===== config.mk =====
export PLATFORM = sky130hd
export DESIGN_NAME = baccarat_dealer
export DESIGN_NICKNAME = d
export VERILOG_FILES = /design/src/rtl/baccarat_pkg.sv /design/src/rtl/deck_counter.sv /design/src/rtl/baccarat_dealer.sv
export SDC_FILE = /design/constraint.sdc
export NUM_CORES = 1
export LEC_CHECK = 0
export CORE_MARGIN = 5
export CORE_UTILIZATION = 45
export DETAILED_ROUTE_END_ITERATION = 16
export PLACE_DENSITY = 0.75
export SLEW_MARGIN = 20
export SYNTH_ARGS = -nofsm -noshare
export SYNTH_HDL_FRONTEND = slang
export SYNTH_SLANG_ARGS = --single-unit

===== constraint.sdc =====
create_clock -name slow_clock -period 1.53 [get_ports slow_clock]
set_input_delay 0.306 -clock slow_clock [delete_from_list [all_inputs] [get_ports slow_clock]]
set_output_delay 0.306 -clock slow_clock [all_outputs]
set_load 0.005 [all_outputs]

===== src/rtl/baccarat_pkg.sv =====
// Shared types and helpers for the baccarat dealer.
//   state_t       : round sequencing states
//   card_t        : one card code (0 = blank, 1..13 = A..K)
//   NATURAL_MIN   : a two-card score at or above this ends the round
//   DRAW_MAX      : a two-card score at or below this draws a third card
//   rank_value()  : point value of a card (10, J, Q, K count as 0)
//   banker_draws(): banker third-card decision once the player has drawn
package baccarat_pkg;

    typedef enum logic [3:0] {
        DEAL_P1,
        DEAL_D1,
        DEAL_P2,
        DEAL_D2,
        DECIDE,
        DEAL_P3,
        BANKER_RULE,
        DEAL_D3,
        FINISH
    } state_t;

    typedef logic [3:0] card_t;

    localparam logic [3:0] NATURAL_MIN = 4'd8;
    localparam logic [3:0] DRAW_MAX    = 4'd5;

    function automatic logic [3:0] rank_value(input card_t c);
        return (c >= 4'd10) ? 4'd0 : c;
    endfunction

    // bscore is the banker's two-card score, v the value of the player's
    // third card.
    function automatic logic banker_draws(input logic [3:0] bscore,
                                          input logic [3:0] v);
        logic draw;
        draw = 1'b0;
        case (bscore)
            4'd0, 4'd1, 4'd2: draw = 1'b1;
            4'd3:             draw = (v != 4'd8);
            4'd4:             draw = (v >= 4'd2) && (v <= 4'd7);
            4'd5:             draw = (v >= 4'd4) && (v <= 4'd7);
            4'd6:             draw = (v >= 4'd6) && (v <= 4'd7);
            default:          draw = 1'b0;
        endcase
        return draw;
    endfunction

endpackage


===== src/rtl/deck_counter.sv =====
// Free-running card source: counts 1, 2, ..., DECK_SIZE, 1, ... on every
// clock. Synchronous active-high reset returns it to 1.
//   clk   in   clock
//   srst  in   synchronous reset, active high
//   deck  out  current rank code (registered)
module deck_counter
    import baccarat_pkg::*;
#(
    parameter int DECK_SIZE = 13,
    parameter int CARD_W    = 4
) (
    input  logic              clk,
    input  logic              srst,
    output logic [CARD_W-1:0] deck
);

    logic [CARD_W-1:0] deck_reg;

    always_ff @(posedge clk) begin
        if (srst) begin
            deck_reg <= CARD_W'(1);
        end else if (deck_reg == CARD_W'(DECK_SIZE)) begin
            deck_reg <= CARD_W'(1);
        end else begin
            deck_reg <= deck_reg + CARD_W'(1);
        end
    end

    assign deck = deck_reg;

endmodule


===== src/rtl/baccarat_dealer.sv =====
// Sequencing FSM for one baccarat round. Cards are drawn from a free-running
// deck counter into three player and three banker card registers in deal
// order; external scorers return pscore/dscore, from which the natural and
// third-card rules are applied and the winner is flagged.
//
// Optional feature macro: DEALER_FORCE_CARD_EN
//   When defined, force_valid/force_card ports are added; a dealing step with
//   force_valid=1 loads force_card instead of the deck value (the deck keeps
//   counting). When undefined, cards come only from the deck.
//
// Ports:
//   slow_clock   in   clock, all state changes on the rising edge
//   reset        in   synchronous, active-high
//   step         in   deals one card per cycle while in a DEAL_* state
//   pscore       in   player score 0..9
//   dscore       in   banker score 0..9
//   force_valid  in   (DEALER_FORCE_CARD_EN only) use force_card for this deal
//   force_card   in   (DEALER_FORCE_CARD_EN only) card code to load
//   pcard1..3    out  player cards, 0 = blank
//   dcard1..3    out  banker cards, 0 = blank
//   player_win   out  player score >= banker score, valid with done
//   dealer_win   out  banker score >= player score, valid with done
//   done         out  round complete
module baccarat_dealer
    import baccarat_pkg::*;
#(
    parameter int DECK_SIZE = 13,
    parameter int CARD_W    = 4
) (
    input  logic              slow_clock,
    input  logic              reset,
    input  logic              step,
    input  logic [3:0]        pscore,
    input  logic [3:0]        dscore,
`ifdef DEALER_FORCE_CARD_EN
    input  logic              force_valid,
    input  logic [CARD_W-1:0] force_card,
`endif
    output logic [CARD_W-1:0] pcard1,
    output logic [CARD_W-1:0] pcard2,
    output logic [CARD_W-1:0] pcard3,
    output logic [CARD_W-1:0] dcard1,
    output logic [CARD_W-1:0] dcard2,
    output logic [CARD_W-1:0] dcard3,
    output logic              player_win,
    output logic              dealer_win,
    output logic              done
);

    // Card slots in deal order: P1, D1, P2, D2, P3, D3.
    localparam int NUM_CARDS = 6;

    state_t            state_reg;
    logic [CARD_W-1:0] deck;
    logic [CARD_W-1:0] deal_value;
    logic              deal_en;
    logic [2:0]        deal_slot;
    logic [CARD_W-1:0] card_reg [NUM_CARDS];

    deck_counter #(
        .DECK_SIZE (DECK_SIZE),
        .CARD_W    (CARD_W)
    ) u_deck (
        .clk  (slow_clock),
        .srst (reset),
        .deck (deck)
    );

`ifdef DEALER_FORCE_CARD_EN
    assign deal_value = force_valid ? force_card : deck;
`else
    assign deal_value = deck;
`endif

    // Which card register the current state deals into; steps outside the
    // DEAL_* states leave deal_en low and are ignored.
    always_comb begin
        deal_en   = 1'b0;
        deal_slot = 3'd0;
        case (state_reg)
            DEAL_P1: begin deal_en = step; deal_slot = 3'd0; end
            DEAL_D1: begin deal_en = step; deal_slot = 3'd1; end
            DEAL_P2: begin deal_en = step; deal_slot = 3'd2; end
            DEAL_D2: begin deal_en = step; deal_slot = 3'd3; end
            DEAL_P3: begin deal_en = step; deal_slot = 3'd4; end
            DEAL_D3: begin deal_en = step; deal_slot = 3'd5; end
            default: begin deal_en = 1'b0; deal_slot = 3'd0; end
        endcase
    end

    genvar gi;
    generate
        for (gi = 0; gi < NUM_CARDS; gi++) begin : g_card
            always_ff @(posedge slow_clock) begin
                if (reset) begin
                    card_reg[gi] <= '0;
                end else if (deal_en && (deal_slot == 3'(gi))) begin
                    card_reg[gi] <= deal_value;
                end
            end
        end
    endgenerate

    assign pcard1 = card_reg[0];
    assign dcard1 = card_reg[1];
    assign pcard2 = card_reg[2];
    assign dcard2 = card_reg[3];
    assign pcard3 = card_reg[4];
    assign dcard3 = card_reg[5];

    // Scores are only read in DECIDE, BANKER_RULE and FINISH, each of which
    // is entered at least one cycle after the last card load, so the external
    // scorers always see the registered cards. The win flags are computed in
    // FINISH itself so that a banker third card dealt on the way in is counted.
    always_ff @(posedge slow_clock) begin
        if (reset) begin
            state_reg  <= DEAL_P1;
            done       <= 1'b0;
            player_win <= 1'b0;
            dealer_win <= 1'b0;
        end else begin
            case (state_reg)
                DEAL_P1: if (step) state_reg <= DEAL_D1;
                DEAL_D1: if (step) state_reg <= DEAL_P2;
                DEAL_P2: if (step) state_reg <= DEAL_D2;
                DEAL_D2: if (step) state_reg <= DECIDE;
                DECIDE: begin
                    if ((pscore >= NATURAL_MIN) || (dscore >= NATURAL_MIN)) begin
                        state_reg <= FINISH;
                    end else if (pscore <= DRAW_MAX) begin
                        state_reg <= DEAL_P3;
                    end else if (dscore <= DRAW_MAX) begin
                        state_reg <= DEAL_D3;
                    end else begin
                        state_reg <= FINISH;
                    end
                end
                DEAL_P3: if (step) state_reg <= BANKER_RULE;
                BANKER_RULE: begin
                    if (banker_draws(dscore, rank_value(card_t'(card_reg[4])))) begin
                        state_reg <= DEAL_D3;
                    end else begin
                        state_reg <= FINISH;
                    end
                end
                DEAL_D3: if (step) state_reg <= FINISH;
                FINISH: begin
                    done       <= 1'b1;
                    player_win <= (pscore >= dscore);
                    dealer_win <= (dscore >= pscore);
                end
                default: state_reg <= DEAL_P1;
            endcase
        end
    end

endmodule

# After elaboration in Yosys (flattened, before gate mapping)
# Memory sizes are Yosys's and may differ from the RTL's.
# Index checks and enable logic that the tools add are counted.
dict set report op_classes {
  eq_ne 27
  add_sub_neg 1
  muxes 43
  n_reduce_logical 17
  magnitude_cmp 11
  bitwise 7
}
# cell count
set ops {}
lappend ops {{2-to-1 mux 4 bit} 17}
lappend ops {{one-hot mux 4 bit (9 select lines)} 1}
lappend ops {{== test 4 x 3 -> 1 bit, second input constant} 7}
lappend ops {{2-to-1 mux 1 bit} 23}
lappend ops {{== test 4 x 2 -> 1 bit, second input constant} 4}
lappend ops {{one-hot mux 3 bit (5 select lines)} 1}
lappend ops {{>= comparator 4 bit, second input constant} 3}
lappend ops {{less-or-equal comparator 4 x 3 -> 1 bit, second input constant} 3}
lappend ops {{inequality test 2 bit, second input constant} 6}
lappend ops {{logical AND 1 bit} 9}
lappend ops {{== test 4 x 1 -> 1 bit, second input constant} 2}
lappend ops {{== test 4 bit, second input constant} 2}
lappend ops {{>= comparator 4 x 3 -> 1 bit, second input constant} 2}
lappend ops {{>= comparator 4 bit} 2}
lappend ops {{zero test 4 bit} 2}
lappend ops {{AND reduction 7 bit} 1}
lappend ops {{== test 3 x 2 -> 1 bit, second input constant} 2}
lappend ops {{== test 3 bit, second input constant} 2}
lappend ops {{OR 1 bit} 6}
lappend ops {{OR reduction 6 bit} 1}
lappend ops {{one-hot mux 1 bit (5 select lines)} 1}
lappend ops {{adder 4 x 1 -> 4 bit, second input constant} 1}
lappend ops {{>= comparator 4 x 2 -> 1 bit, second input constant} 1}
lappend ops {{inequality test 4 bit, second input constant} 1}
lappend ops {{6 further kinds} 6}
dict set report word_totals {
  register_bits 11
  mem_count 1
  wordCells 112
  output_inout_bits 27
  ram_bits 24
}
# name words word_bits read_ports rd_clocked_by_memory_dff write_ports line_no
set mem_list {}
lappend mem_list {card_reg 6 4 6 0 6 baccarat_dealer.sv:58} ;# logic [CARD_W-1:0] card_reg [NUM_CARDS];

# Longest topological paths before layout
dict set report logic_depth {
  depth_word 9
  depth_mapped 6
}

# Cells and area by module
# Synthesis repeated with hierarchy kept, for this count alone.
dict set report hier_totals {
  hier_cells 156
  hier_area_um2 1689.1
}
# mod cells_each n_inst area_each_um2 seq_area_each_um2
set by_module_without_submodules {}
lappend by_module_without_submodules {baccarat_dealer 138 1 1514.0 860.8}
lappend by_module_without_submodules {deck_counter 18 1 175.2 80.1}

# Worst setup path before layout
# OpenSTA, ideal clock, no wires.
dict set report synth_path {
  kind {register to register}
  startpoint {mem card_reg[4][3]}
  endpoint {reg state_reg[1]}
  path_slack_ns 0.058
  t_arrival_ns 1.369
  stages_incl_launch_ff 5
  required_ns 1.427
  n_path_buf 0
  setup_time_ns 0.103
  path_cell_list {edfxtp_1 -> or3b_1 -> o311ai_2 -> nand4_2 -> a2111oi_2}
}
# element line_no
set synth_rtl {}
lappend synth_rtl {{from (decl)} baccarat_dealer.sv:58}
lappend synth_rtl {{to (signal assigned)} baccarat_dealer.sv:117} ;# state_reg <= DEAL_P1;
lappend synth_rtl {{to (signal assigned)} baccarat_dealer.sv:123} ;# DEAL_P1: if (step) state_reg <= DEAL_D1;
lappend synth_rtl {{to (signal assigned)} baccarat_dealer.sv:124} ;# DEAL_D1: if (step) state_reg <= DEAL_P2;
lappend synth_rtl {{to (decl)} baccarat_dealer.sv:53} ;# state_t state_reg;

# Worst setup path after layout
dict set report layout_path {
  startpoint {in dscore[0]}
  endpoint {reg state_reg[0]}
}
dict set report layout_via {
  elab_chain_cells 7
}
# element line_no
set layout_lines {}
lappend layout_lines {{from (decl)} baccarat_dealer.sv:34} ;# input logic [3:0] dscore,
lappend layout_lines {{== test 4 x 1 -> 1 bit, or another cell as far along} baccarat_pkg.sv:37} ;# case (bscore)
lappend layout_lines {{OR reduction 3 bit} baccarat_pkg.sv:37}
lappend layout_lines {{one-hot mux 1 bit (5 select lines)} baccarat_pkg.sv:37}
lappend layout_lines {{2-to-1 mux 1 bit} baccarat_dealer.sv:122} ;# case (state_reg)
lappend layout_lines {{2-to-1 mux 1 bit} baccarat_dealer.sv:116} ;# if (reset) begin
lappend layout_lines {{2-to-1 mux 4 bit} baccarat_dealer.sv:140} ;# if (banker_draws(dscore, rank_value(card_t'(card_reg[4])))) begin
lappend layout_lines {{one-hot mux 4 bit (9 select lines) *} baccarat_dealer.sv:122}
lappend layout_lines {{to (signal assigned)} baccarat_dealer.sv:117}
lappend layout_lines {{to (signal assigned)} baccarat_dealer.sv:123}
lappend layout_lines {{to (signal assigned)} baccarat_dealer.sv:141} ;# state_reg <= DEAL_D3;
# Every way passes the cells marked *; elsewhere a longest branch is shown, timed or not. The select of a mux whose other input is x is not followed.
# A chain may end at the register's enable or synchronous reset.

==> summary.log <==
[outcome] outcome finished with violations
[outcome] violations in the final reports negative setup slack
[floorplan] die boundary height 72.7 microns
[grt] number of global-route vias before repair 1438
[yosys] sequential-to-total area share from yosys stat 0.532
[route] DRC errors left 0
[yosys] top post-synthesis cells by area edfxtp_1 41%, dfxtp_1 12%, and2_1 4.2%, ha_1 4.2%, nor3_1 3.1%
[yosys] Syn Nets 183
[sta] Final Worst Setup Slack -31.6 ps
[clock_tree] CTS tree built
[clock_tree] number of sinks driven by the clock tree 35
[worst_setup_path] buffering stage count on the worst path with inverters included 2
[worst_setup_path] sort of element at the end of the critical path register
[worst_setup_path] CP max-delay cell clkdlybuf4s50_1
[sta] count of endpoints failing hold in the final timing report 0
[power_and_ir_drop] leak pwr 0.984 nW
[route] detailed-route via count 1465
[floorplan] starting density of the core 0.473
[worst_setup_path] family with the most delay on the worst path buffers and inverters
[worst_setup_path] critical path class in2reg
[floorplan] die outline width 72.7 microns
[cells_and_area] Layout Area Growth over Synthesis 42.9%
[job] Max Cap Viol 0
[cells_and_area] fraction of final layout cells with drive strength greater than 1 0.205
[floorplan] num ports 38
[sta] final setup fails 2
[route] Detailed Route Iter0 Violations 108
[power_and_ir_drop] worst ir drop on vdd 0.000619 V
[route] DRT Pass-1 Iters 4
[route] Routed WL per cell 15.8 microns
[yosys] Post-Synthesis Mean Instance Area 10.7 sq um
[grt] largest net degree at the start of global routing 23
[clock_tree] Clock Tree Root clkbuf_8
[grt] antenna violations before repair 0
[clock_tree] number of H-tree levels 2
[worst_setup_path] reg-to-reg setup timing slack -20 ps
[sta] Pins Over Slew Limit 0
[sta] max frequency 0.640 GHz
[floorplan] placeable core region 0.00374 sq mm
[worst_setup_path] Max stage delay on crit path 450 ps
[grt] GRT Total Usage 0.164
[sta] relative slew slack 0.710
[clock_tree] maximum root-to-sink buffer count 2
[worst_setup_path] signal arrival time at the worst endpoint 1760 ps
[route] total wire length 4220 microns
[yosys] cell area after synthesis 0.00177 sq mm
[yosys] count of mapped cells out of synthesis 166
[route] number of nets with antenna violations after routing 0
[placement] buffers added on ports 37
[grt] global-route wire length before repair 6640 microns
[cells_and_area] count of antenna diodes in the layout 0
[sta] shortest period the worst path allows 1560 ps
[cells_and_area] max FFs per register 24
[sta] slew at the pin with the worst max-slew slack 432 ps
[worst_hold_path] class of the tightest hold or removal check reg2reg
[yosys] cell accounting for the most synthesized area edfxtp_1
[floorplan] Die Outline Area 0.00529 sq mm
[worst_setup_path] Worst setup SP type input pin
[placement] number of instances in the placed design 259
[cells_and_area] # nets final 236
[yosys] flops & latches, synth 35
[floorplan] placement row count 22
[clock_tree] clock latency at the later pin of the worst-skew pair 280 ps
[clock_tree] Worst-path clk slew 70 ps
[power_and_ir_drop] P per Cell Area 944 mW/mm^2
[grt] total grt overflow 0
[worst_setup_path] maximum net fanout on the critical path 3
[yosys] Distinct cells, synth 40
[clock_tree] Num CTS Buffers 5
[yosys] Async S/R FF share, synth 0
[route] detailed-route vias per instance 5.47
[yosys] number of synthesized flops with an enable pin 24
[worst_setup_path] CP Cell Sequence clkdlybuf4s50_1 -> nand2b_4 -> o311ai_4 -> nand4_2 -> buf_4 -> a311oi_1
[yosys] number of warnings issued by yosys 0
[cells_and_area] Post-Layout Cell Count 268
[sta] post-route fraction of the period consumed by the critical path 1.02
[placement] Routability Congestion 0.876
[sta] Clock Skews 2.56 ps
[clock_tree] number of buffers inserted by hold repair at cts 0
[yosys] top cell type's share of synthesized area 0.407
[worst_setup_path] worst path required time 1730 ps
[yosys] most frequently used flop master after synthesis edfxtp_1
[cells_and_area] fin util 0.675
[sta] RSZ-0062 raised after global routing yes
[placement] Post-DP HPWL 3120 microns
-- Yosys cell counts, types with 3 or more instances --
cell type,count
nand2b_1,7
nor2b_1,4
a21o_1,5
nand4_1,3
edfxtp_1,24
nor2_1,14
a21oi_1,7
ha_1,6
nand3_1,3
buf_2,6
nor3_1,11
nand2_1,7
a211oi_1,4
o21ai_0,3
nor4_1,4
dfxtp_1,11
and2_1,12
inv_1,7
-- path summary, 6_finish.rpt --
kind | endpoint | cells after the start | startpoint
setup / recovery | state_reg[0] | 6 | dscore[0]
hold / removal | done | 2 | done
setup reg to reg | state_reg[0] | 5 | card_reg[4][3]
hold reg to reg | done | 2 | done
-- worst reg2reg max path: cells and delay by family (launching register included) --
family	cells	cell delay [ps]
buffers and inverters	1	180
AND/OR/NAND/NOR	2	570
AO/OA/AOI/OAI	2	290
flip-flops	1	420
-- timing repair --
action	CTS	global route
buffers inserted	0	1
endpoints found under the setup margin	3	16
resized for setup	3	16
pin swaps	0	5
cloned	0	0
-- cell type report --
type                            instances  area (sq um)
Sequential cell                        35           942
Inverter                                8          30.0
Clock inverter                          2          60.1
Fill cell                             299          1220
Clock buffer                            6          72.6
Timing Repair Buffer                   56           522
Multi-Input combinational cell        113           841
Tap cell                               48          60.1
-- cells in the final DEF, fill, tap and decap left out, drive strengths merged, types with 2 or more instances in the layout --
| cell | synthesis | layout |
|---|---|---|
| a21o | 5 | 5 |
| dfxtp | 11 | 11 |
| nand4b | 2 | 2 |
| nand2b | 7 | 7 |
| bufinv | 0 | 2 |
| a21oi | 7 | 7 |
| a211oi | 4 | 4 |
| inv | 8 | 8 |
| buf | 8 | 19 |
| and2 | 12 | 12 |
| a2111oi | 2 | 2 |
| nand3 | 3 | 3 |
| nand2 | 7 | 7 |
| edfxtp | 24 | 24 |
| clkdlybuf4s50 | 0 | 32 |
| o21a | 2 | 2 |
| mux2i | 2 | 2 |
| dlymetal6s2s | 0 | 4 |
| nor2 | 14 | 14 |
| nor4 | 4 | 4 |
| a31oi | 2 | 2 |
| nor2b | 4 | 4 |
| nor3 | 12 | 12 |
| ha | 6 | 6 |
| o21ai | 3 | 3 |
| nor3b | 2 | 2 |
| clkbuf | 2 | 6 |
| nand4 | 4 | 4 |
-- cell families after synthesis --
group | count (synthesis) | synth area share
and+or+nand+nor | 74 | 0.237
buffers and inverters | 18 | 0.0446
muxes | 2 | 0.0113
xor gates and xnor gates | 1 | 0.00495
DFF | 35 | 0.532
AOI/OAI and AO/OA | 30 | 0.128
adders and majority gates | 6 | 0.0424
-- stage by stage --
stage | hold WS, ps | total power, mW | setup WS (ps) | setup TNS, ps | instance area, sq um
after floorplan | 411 | 1.25 | 57.7 | 0 | 1770
after global placement | 455 | 1.40 | -266 | -8030 | 2290
after detailed placement | 492 | 1.42 | -290 | -9010 | 2290
after CTS | 507 | 2.38 | 9.75 | 0 | 2420
after global routing | 557 | 2.49 | -95.6 | -232 | 2530
final | 507 | 2.39 | -31.6 | -53.2 | 2530
-- where the power goes --
part           leakage [nW]  switching (mW)  internal, mW  total (mW)
sequential            0.341          0.0342          1.06        1.09
clock                0.0654           0.314         0.651       0.964
combinational         0.577           0.163         0.170       0.333
-- metal layers --
layer	track usage	part of all wire	wire, microns	vias up
met4	0.0922	0.020	85	0
li1	-	-	-	709
met5	0	0	0	-
met2	0.268	0.52	2210	45
met3	0.0496	0.053	223	10
met1	0.192	0.40	1700	701
Note: power is estimated with default switching activity, not from simulation.
